[config.mk]
export PLATFORM = sky130hd
export DESIGN_NAME = clock_gate_ctrl
export DESIGN_NICKNAME = d
export VERILOG_FILES = /design/src/rtl/clock_gate_pkg.sv /design/src/rtl/clock_gate_chan.sv /design/src/rtl/clock_gate_ctrl.sv
export SDC_FILE = /design/constraint.sdc
export NUM_CORES = 1
export LEC_CHECK = 0
export BUFFER_PORTS_ARGS = -buffer_cell sky130_fd_sc_hd__buf_2
export CORE_ASPECT_RATIO = 2
export CORE_UTILIZATION = 40
export CTS_CLUSTER_DIAMETER = 40
export DETAILED_ROUTE_END_ITERATION = 12
export GPL_TIMING_DRIVEN = 0
export PLACE_DENSITY = 0.61
export SYNTH_ARGS = -nofsm -noshare
export SYNTH_HDL_FRONTEND = slang
export SYNTH_HIERARCHICAL = 1
export SYNTH_SLANG_ARGS = --single-unit
[constraint.sdc]
create_clock -name clk -period 1.8 [get_ports clk]
set_input_delay 0.09 -clock clk [delete_from_list [all_inputs] [get_ports clk]]
set_output_delay 0.09 -clock clk [all_outputs]
set_load 0.03 [all_outputs]
[src/rtl/clock_gate_pkg.sv]
// Shared definitions for the clock-gating controller: per-channel state
// encoding and default parameter values.
package clock_gate_pkg;

    typedef enum logic [1:0] {
        ST_OFF  = 2'd0,
        ST_WAKE = 2'd1,
        ST_ON   = 2'd2,
        ST_IDLE = 2'd3
    } chan_state_e;

    localparam int DEF_CH_NUM      = 4;
    localparam int DEF_IDLE_CYCLES = 16;
    localparam int DEF_IDLE_W      = 5;
    localparam int DEF_WAKE_CYCLES = 2;
    localparam int ON_CNT_W        = 16;

endpackage

[src/rtl/clock_gate_chan.sv]
// Single-domain clock-gate sequencer: OFF/WAKE/ON/IDLE FSM with wake and
// idle counters. Optional clock-on cycle counter under CLK_GATE_STAT_EN.
module clock_gate_chan
    import clock_gate_pkg::*;
#(
    parameter int IDLE_CYCLES = DEF_IDLE_CYCLES,
    parameter int IDLE_W      = DEF_IDLE_W,
    parameter int WAKE_CYCLES = DEF_WAKE_CYCLES
) (
    input  logic                clk,
    input  logic                rst,
    input  logic                i_req,
    input  logic                i_auto_en,
    input  logic                i_force_off,
`ifdef CLK_GATE_STAT_EN
    input  logic                i_stat_clr,
    output logic [ON_CNT_W-1:0] o_on_cnt,
`endif
    output logic                o_clk_en,
    output logic                o_ack,
    output logic                o_nxt_off
);

    localparam logic [1:0]        WAKE_LAST = 2'(WAKE_CYCLES - 1);
    localparam logic [IDLE_W-1:0] IDLE_LAST = IDLE_W'(IDLE_CYCLES - 1);

    chan_state_e       r_state, w_state_nxt;
    logic [1:0]        r_wake_cnt, w_wake_nxt;
    logic [IDLE_W-1:0] r_idle_cnt, w_idle_nxt;
    logic              w_wake_cond;

    assign w_wake_cond = !i_force_off && (i_req || !i_auto_en);

    // State and counter registers
    always_ff @(posedge clk or posedge rst) begin
        if (rst) begin
            r_state    <= ST_OFF;
            r_wake_cnt <= '0;
            r_idle_cnt <= '0;
        end else begin
            r_state    <= w_state_nxt;
            r_wake_cnt <= w_wake_nxt;
            r_idle_cnt <= w_idle_nxt;
        end
    end

    // Next-state and counter update; force_off outranks every other event
    always_comb begin
        w_state_nxt = r_state;
        w_wake_nxt  = r_wake_cnt;
        w_idle_nxt  = r_idle_cnt;
        case (r_state)
            ST_OFF: begin
                if (w_wake_cond) begin
                    w_state_nxt = ST_WAKE;
                    w_wake_nxt  = '0;
                end
            end
            ST_WAKE: begin
                // req dropping here does not abort the wake-up
                if (i_force_off)                 w_state_nxt = ST_OFF;
                else if (r_wake_cnt == WAKE_LAST) w_state_nxt = ST_ON;
                else                              w_wake_nxt  = r_wake_cnt + 2'd1;
            end
            ST_ON: begin
                if (i_force_off) begin
                    w_state_nxt = ST_OFF;
                end else if (i_auto_en && !i_req) begin
                    w_state_nxt = ST_IDLE;
                    w_idle_nxt  = '0;
                end
            end
            ST_IDLE: begin
                // new work beats expiry on the same cycle
                if (i_force_off) begin
                    w_state_nxt = ST_OFF;
                end else if (i_req || !i_auto_en) begin
                    w_state_nxt = ST_ON;
                    w_idle_nxt  = '0;
                end else if (r_idle_cnt == IDLE_LAST) begin
                    w_state_nxt = ST_OFF;
                end else begin
                    w_idle_nxt  = r_idle_cnt + IDLE_W'(1);
                end
            end
            default: w_state_nxt = ST_OFF;
        endcase
    end

    assign o_clk_en  = (r_state != ST_OFF);
    assign o_ack     = (r_state == ST_ON) || (r_state == ST_IDLE);
    assign o_nxt_off = (w_state_nxt == ST_OFF);

`ifdef CLK_GATE_STAT_EN
    logic [ON_CNT_W-1:0] r_on_cnt;

    // Saturating count of cycles with the domain clock running
    always_ff @(posedge clk or posedge rst) begin
        if (rst)
            r_on_cnt <= '0;
        else if (i_stat_clr)
            r_on_cnt <= '0;
        else if (o_clk_en && (r_on_cnt != {ON_CNT_W{1'b1}}))
            r_on_cnt <= r_on_cnt + ON_CNT_W'(1);
    end

    assign o_on_cnt = r_on_cnt;
`endif

endmodule

[src/rtl/clock_gate_ctrl.sv]
// Per-domain clock-gating controller: one clock_gate_chan per domain plus a
// registered all-off flag. Define CLK_GATE_STAT_EN for clock-on statistics.
module clock_gate_ctrl
    import clock_gate_pkg::*;
#(
    parameter int CH_NUM      = DEF_CH_NUM,
    parameter int IDLE_CYCLES = DEF_IDLE_CYCLES,
    parameter int IDLE_W      = DEF_IDLE_W,
    parameter int WAKE_CYCLES = DEF_WAKE_CYCLES
) (
    input  logic                       clk,
    input  logic                       rst,
    input  logic [CH_NUM-1:0]          req,
    input  logic [CH_NUM-1:0]          auto_en,
    input  logic [CH_NUM-1:0]          force_off,
`ifdef CLK_GATE_STAT_EN
    input  logic                       stat_clr,
    output logic [CH_NUM*ON_CNT_W-1:0] on_cnt,
`endif
    output logic [CH_NUM-1:0]          clk_en,
    output logic [CH_NUM-1:0]          ack,
    output logic                       all_off
);

    logic [CH_NUM-1:0] w_nxt_off;
    logic              r_all_off;

    for (genvar g = 0; g < CH_NUM; g++) begin : g_chan
        clock_gate_chan #(
            .IDLE_CYCLES (IDLE_CYCLES),
            .IDLE_W      (IDLE_W),
            .WAKE_CYCLES (WAKE_CYCLES)
        ) u_chan (
            .clk         (clk),
            .rst         (rst),
            .i_req       (req[g]),
            .i_auto_en   (auto_en[g]),
            .i_force_off (force_off[g]),
`ifdef CLK_GATE_STAT_EN
            .i_stat_clr  (stat_clr),
            .o_on_cnt    (on_cnt[g*ON_CNT_W +: ON_CNT_W]),
`endif
            .o_clk_en    (clk_en[g]),
            .o_ack       (ack[g]),
            .o_nxt_off   (w_nxt_off[g])
        );
    end

    // all_off registered from next states so it moves with the state flops
    always_ff @(posedge clk or posedge rst) begin
        if (rst) r_all_off <= 1'b1;
        else     r_all_off <= &w_nxt_off;
    end

    assign all_off = r_all_off;

endmodule

== Word-level counts from Yosys, hierarchy flattened ==
Index checks and enable logic that the tools add are counted.
Word-level totals
  bits in writable memories: 0
  bits in read-only memories: 0
  output and inout bits: 9
  logic and storage cells: 202
  latch bits: 0
  flip-flop bits (word level): 37
  memories: 0
Cells by class
  add/sub/neg operators: 8
  multiply operators: 0
  divide/modulo/power cells: 0
  equality and inequality tests: 48
  mux-type cells: 76
  bitwise gates (word level): 0
  magnitude comparators: 0
  shift-type cells: 0
  reduce and logical (&&, ||, !) cells: 57
Operators by type and width (count)
  $mux W5: 20
  $mux W2: 44
  $pmux W5 S2: 4
  $ne A2 B2 Y1 const B: 16
  $pmux W2 S4: 4
  $reduce_bool A2 Y1: 12
  $add A5 B1 Y5 const B: 4
  $eq A5 B4 Y1 const B: 4
  $reduce_and A4 Y1: 5
  $reduce_and A5 Y1: 4
  $eq A2 B1 Y1 const B: 8
  $eq A2 B2 Y1 const B: 8
  $logic_not A2 Y1: 8
  $ne A2 B1 Y1 const B: 8
  $pmux W2 S2: 4
  $logic_not A1 Y1: 12
  $ne A3 B2 Y1 const B: 4
  $add A2 B1 Y2 const B: 4
  $logic_and A1 B1 Y1: 8
  $logic_or A1 B1 Y1: 8

== Depth between registers and ports, before layout ==
  word-level depth: 7
  gate-level depth with buffers: 7

== Cells and area by module ==
Netlist, hierarchy kept.
Modules (own cells, without submodules)
  clock_gate_chan: area each 600.6 sq um, sequential area each 225.2 sq um, cells an instance 62, times used 4
  clock_gate_ctrl: area each 38.8 sq um, sequential area each 26.3 sq um, cells an instance 3, times used 1

== Worst setup path before layout ==
No wires, ideal clock.
  kind: register -> register
  start point: register g_chan[0].u_chan.r_idle_cnt[0]
  end point: register g_chan[0].u_chan.r_idle_cnt[3]
  path slack: -0.058 ns
  cell stages (with the launch flop): 7
  period minus slack after synthesis: 1.858 ns
  data arrival time: 1.725 ns
  data required time: 1.667 ns
  path buffers: 0
  cells stage by stage: dfrtp_1 ha_1 and3_1 ha_1 and4b_4 a2111oi_4 o221ai_2
On the way
  longest elaborated chain between the ends: 5
  elaborated cells on any way between the ends: 8
RTL lines
  start, declared: RTL line clock_gate_chan.sv:29  | logic [IDLE_W-1:0] r_idle_cnt, w_idle_nxt;
  start signal, assigned: RTL line clock_gate_chan.sv:43  | r_idle_cnt <= w_idle_nxt;
  $add A5 B1 Y5: RTL line clock_gate_chan.sv:83  | w_idle_nxt = r_idle_cnt + IDLE_W'(1);
  $mux W5: RTL line clock_gate_chan.sv:80  | end else if (r_idle_cnt == IDLE_LAST) begin
  $mux W5: RTL line clock_gate_chan.sv:77  | end else if (i_req || !i_auto_en) begin
  $mux W5: RTL line clock_gate_chan.sv:75  | if (i_force_off) begin
  $pmux W5 S2: RTL line clock_gate_chan.sv:52  | case (r_state)
Several ways; a longest one is shown, not always the timed one. The select of a mux whose other input is x is not followed.
A chain may end at the register's enable or synchronous reset.

== Final worst setup path ==
  start point: register g_chan[2].u_chan.r_idle_cnt[1]
  end point: register r_all_off, in the netlist all_off
On the way
  longest elaborated chain between the ends: 7
RTL lines
  start, declared: RTL line clock_gate_chan.sv:29
  start signal, assigned: RTL line clock_gate_chan.sv:43
  $eq A5 B4 Y1: RTL line clock_gate_chan.sv:80
  $mux W2: RTL line clock_gate_chan.sv:80
  $mux W2: RTL line clock_gate_chan.sv:77
  $mux W2: RTL line clock_gate_chan.sv:75
  $pmux W2 S4: RTL line clock_gate_chan.sv:52
  $logic_not A2 Y1: RTL line clock_gate_chan.sv:92  | assign o_nxt_off = (w_state_nxt == ST_OFF);
  named net w_nxt_off[2]: RTL line clock_gate_ctrl.sv:25  | logic [CH_NUM-1:0] w_nxt_off;
  $reduce_and A4 Y1: RTL line clock_gate_ctrl.sv:52  | else r_all_off <= &w_nxt_off;
  end signal, assigned: RTL line clock_gate_ctrl.sv:52
  end, declared: RTL line clock_gate_ctrl.sv:26  | logic r_all_off;
The timed path passes the listed nets, and every way through them passes these cells.

==> flow_metrics.tcl <==
set metrics [dict create \
    drt-wirelength-per-cell_um 14.6 \
    insertedDiodeCount 0 \
    seqCellArea_um2 927 \
    critPathKind "reg2reg" \
    dr_wl_met3_um 123 \
    htreeDepth 2 \
    synth_edf_count 0 \
    drive_gt1_frac 0.332 \
    dpl_worst_slack_ns -0.155 \
    vias 2055 \
    drv_cap 0 \
    dp.cells 330 \
    start_kind "flop" \
    synth_warnings 6 \
    clk_pin_slew_ns 0.05 \
    track_usage 0.176 \
    drt_wl_total_mm 5.26 \
    violations "design-rule violations" \
    core_mm2 0.00581 \
    cts_buffers 5 \
    ios 23 \
    worst-slew-pin-transition_ns 0.392 \
    cts_tree "built" \
    p_per_area_mw_per_mm2 1220 \
    antenna_found_initial 0 \
    synthTopCellsByCount "dfrtp_1, inv_1, a21oi_1" \
    skew_ns 0.00389 \
    drv_slew 0 \
    ant_nets 0 \
    synth_area_leaders "dfrtp_1, ha_1, a21oi_1" \
    crit_path_end_kind "flop" \
    relSlewSlack 0.739 \
    dominantRegCellSynth "dfrtp_1" \
    power.leakage_nw 1.27 \
    hp-class "in2reg" \
    syn-mean-instance-area_um2 9.73 \
    cts_buffer_depth 2 \
    synth-seq-area-share 0.380 \
    multiInputGateArea_mm2 0.00143 \
    period_minus_slack_ns 1.75 \
    cp_max_fo 5 \
    wirelength_met1_mm 2.01 \
    fin_tns_setup_ns 0 \
    ir_drop_mv 0.751 \
    grt_max_degree 12 \
    hold_viol 0 \
    fin_ws_ns 0.0500 \
    status "finished with violations" \
    vias_per_cell 5.72 \
    initial_utilization 0.420 \
    die_w_um 57.2 \
    row_count 39 \
    portBuffers 18 \
    top_layer "met4" \
    die-height_um 112 \
    layoutNonFillerInstCount 359 \
    first_global_vias 2105 \
    nFillCells 520 \
    clk_latency_ns 0.28 \
    synth_seq_cells 37 \
    synth_nets 277 \
    route.detailed.drc 2 \
    fin_crit_sh 0.972 \
    die-area_mm2 0.00644 \
    final_area_mm2 0.00302 \
    grt-ovfl-total 0 \
    synth.distinct_cells 32 \
    crit_arrival_ns 1.96 \
    synthMostInstantiatedCell "dfrtp_1" \
    syn_inst 251 \
    place.gp.congestion 0.740 \
    synthToLayoutAreaGrowth_pct 23.7 \
    cp.required_ns 2.01 \
    dpl-instance-area_mm2 0.00261 \
    yosys.area.top_type "dfrtp_1" \
    hpwlAfterDp_mm 3.60 \
    synth_top_area_frac 0.369 \
    rsz0062_at_grt "true" \
    syn-cell-area_mm2 0.00244 \
    ys_async_sr_fraction 1.00 \
    finalNetCount 323 \
    clock_sinks 37 \
    setup_viol 0 \
    ff2ff_setup_slack_ns 0.05 \
    cts-root-buf "clkbuf_16" \
    route.met2.wl_mm 3.00 \
    drtPass1Iterations 8 \
    fmax_mhz 571 \
    drtIter0Drc 75 \
    grt_pass1_wl_mm 8.87 \
]
layout make-up:
cell class | instances | share of cell area
multi-input combinational | 169 | 0.474
sequential | 37 | 0.307
timing repair buffer | 39 | 0.0828
clock buffer | 8 | 0.0485
inverter | 33 | 0.0410
tap | 61 | 0.0253
buffer | 12 | 0.0215
stage by stage:
step                utilization  power, mW  hold WS, ns
finish                    0.520       3.69       0.0711
global route              0.520       3.97       0.0854
CTS                       0.505       3.61       0.0579
detailed placement        0.449       2.60        0.120
global placement          0.449       2.55        0.121
floorplan                     -       2.31      -0.0821
metal layers:
metal	global-route usage	up-vias
met5	0	-
met4	0.0829	0
met3	0.0323	10
met2	0.339	32
met1	0.172	1008
li1	-	1005
layout by cell type, fill, tap and decap left out, types with 5 or more instances in the layout:
master     instances
clkbuf_16          5
o21ai_0            8
nor4_1             8
a21oi_1           28
nand3_1           12
nand2_1            6
buf_4             24
buf_2             22
inv_1             33
o22ai_1            8
or2_2              7
nor2b_1            8
clkbuf_1           6
o2bb2ai_1          8
dfrtp_1           36
power breakdown:
part           leakage (nW)  total (mW)  internal (mW)  switching (mW)
registers             0.487        1.35           1.11           0.239
logic                 0.709        1.48          0.701           0.776
clock network        0.0712       0.867          0.552           0.315
total                  1.27        3.69           2.36            1.33
cell families after synthesis:
logic type,Yosys count,synth area share
AOI/OAI and AO/OA,72,0.234
adders and majority gates,12,0.0615
buffers and inverters,45,0.0774
DFF,37,0.380
muxes,4,0.0164
and+or+nand+nor,81,0.231
repair_timing:
| action | CTS | global route |
|---|---|---|
| hold endpoints to repair | 37 | 0 |
| pin swaps | 10 | 8 |
| hold buffers | 1 | 0 |
| resized for setup | 16 | 6 |
| endpoints found under the setup margin | 17 | 17 |
| buffers inserted | 12 | 8 |
state kept, by name, indices dropped and copies added (netlist names):
name,count
all_off,1
g_chan.u_chan/r_idle_cnt,20
g_chan.u_chan/r_state,8
g_chan.u_chan/r_wake_cnt,8
final timing paths:
kind	from	to	cells past startpoint
worst max-delay path	g_chan[2].u_chan/r_idle_cnt[1]$_DFFE_PP0P_	all_off$_DFF_PP1_	8
min in group asynchronous	rst	g_chan[1].u_chan/r_wake_cnt[1]$_DFFE_PP0P_	3
worst min register to register	g_chan[0].u_chan/r_wake_cnt[1]$_DFFE_PP0P_	g_chan[0].u_chan/r_wake_cnt[1]$_DFFE_PP0P_	1
worst max register to register	g_chan[2].u_chan/r_idle_cnt[1]$_DFFE_PP0P_	all_off$_DFF_PP1_	8
worst min-delay path	force_off[0]	g_chan[0].u_chan/r_state[0]$_DFF_PP0_	2
max in group asynchronous	rst	g_chan[3].u_chan/r_wake_cnt[0]$_DFFE_PP0P_	3
worst max-delay path, stage by stage (launching register included):
cell and delay (ns):
dfrtp_1 0.40, ha_2 0.20, and3_4 0.18, ha_4 0.15, buf_4 0.15, nand3_1 0.08
a21oi_1 0.07, or2_2 0.27, and4_1 0.19
(Power assumes the default switching activity.)
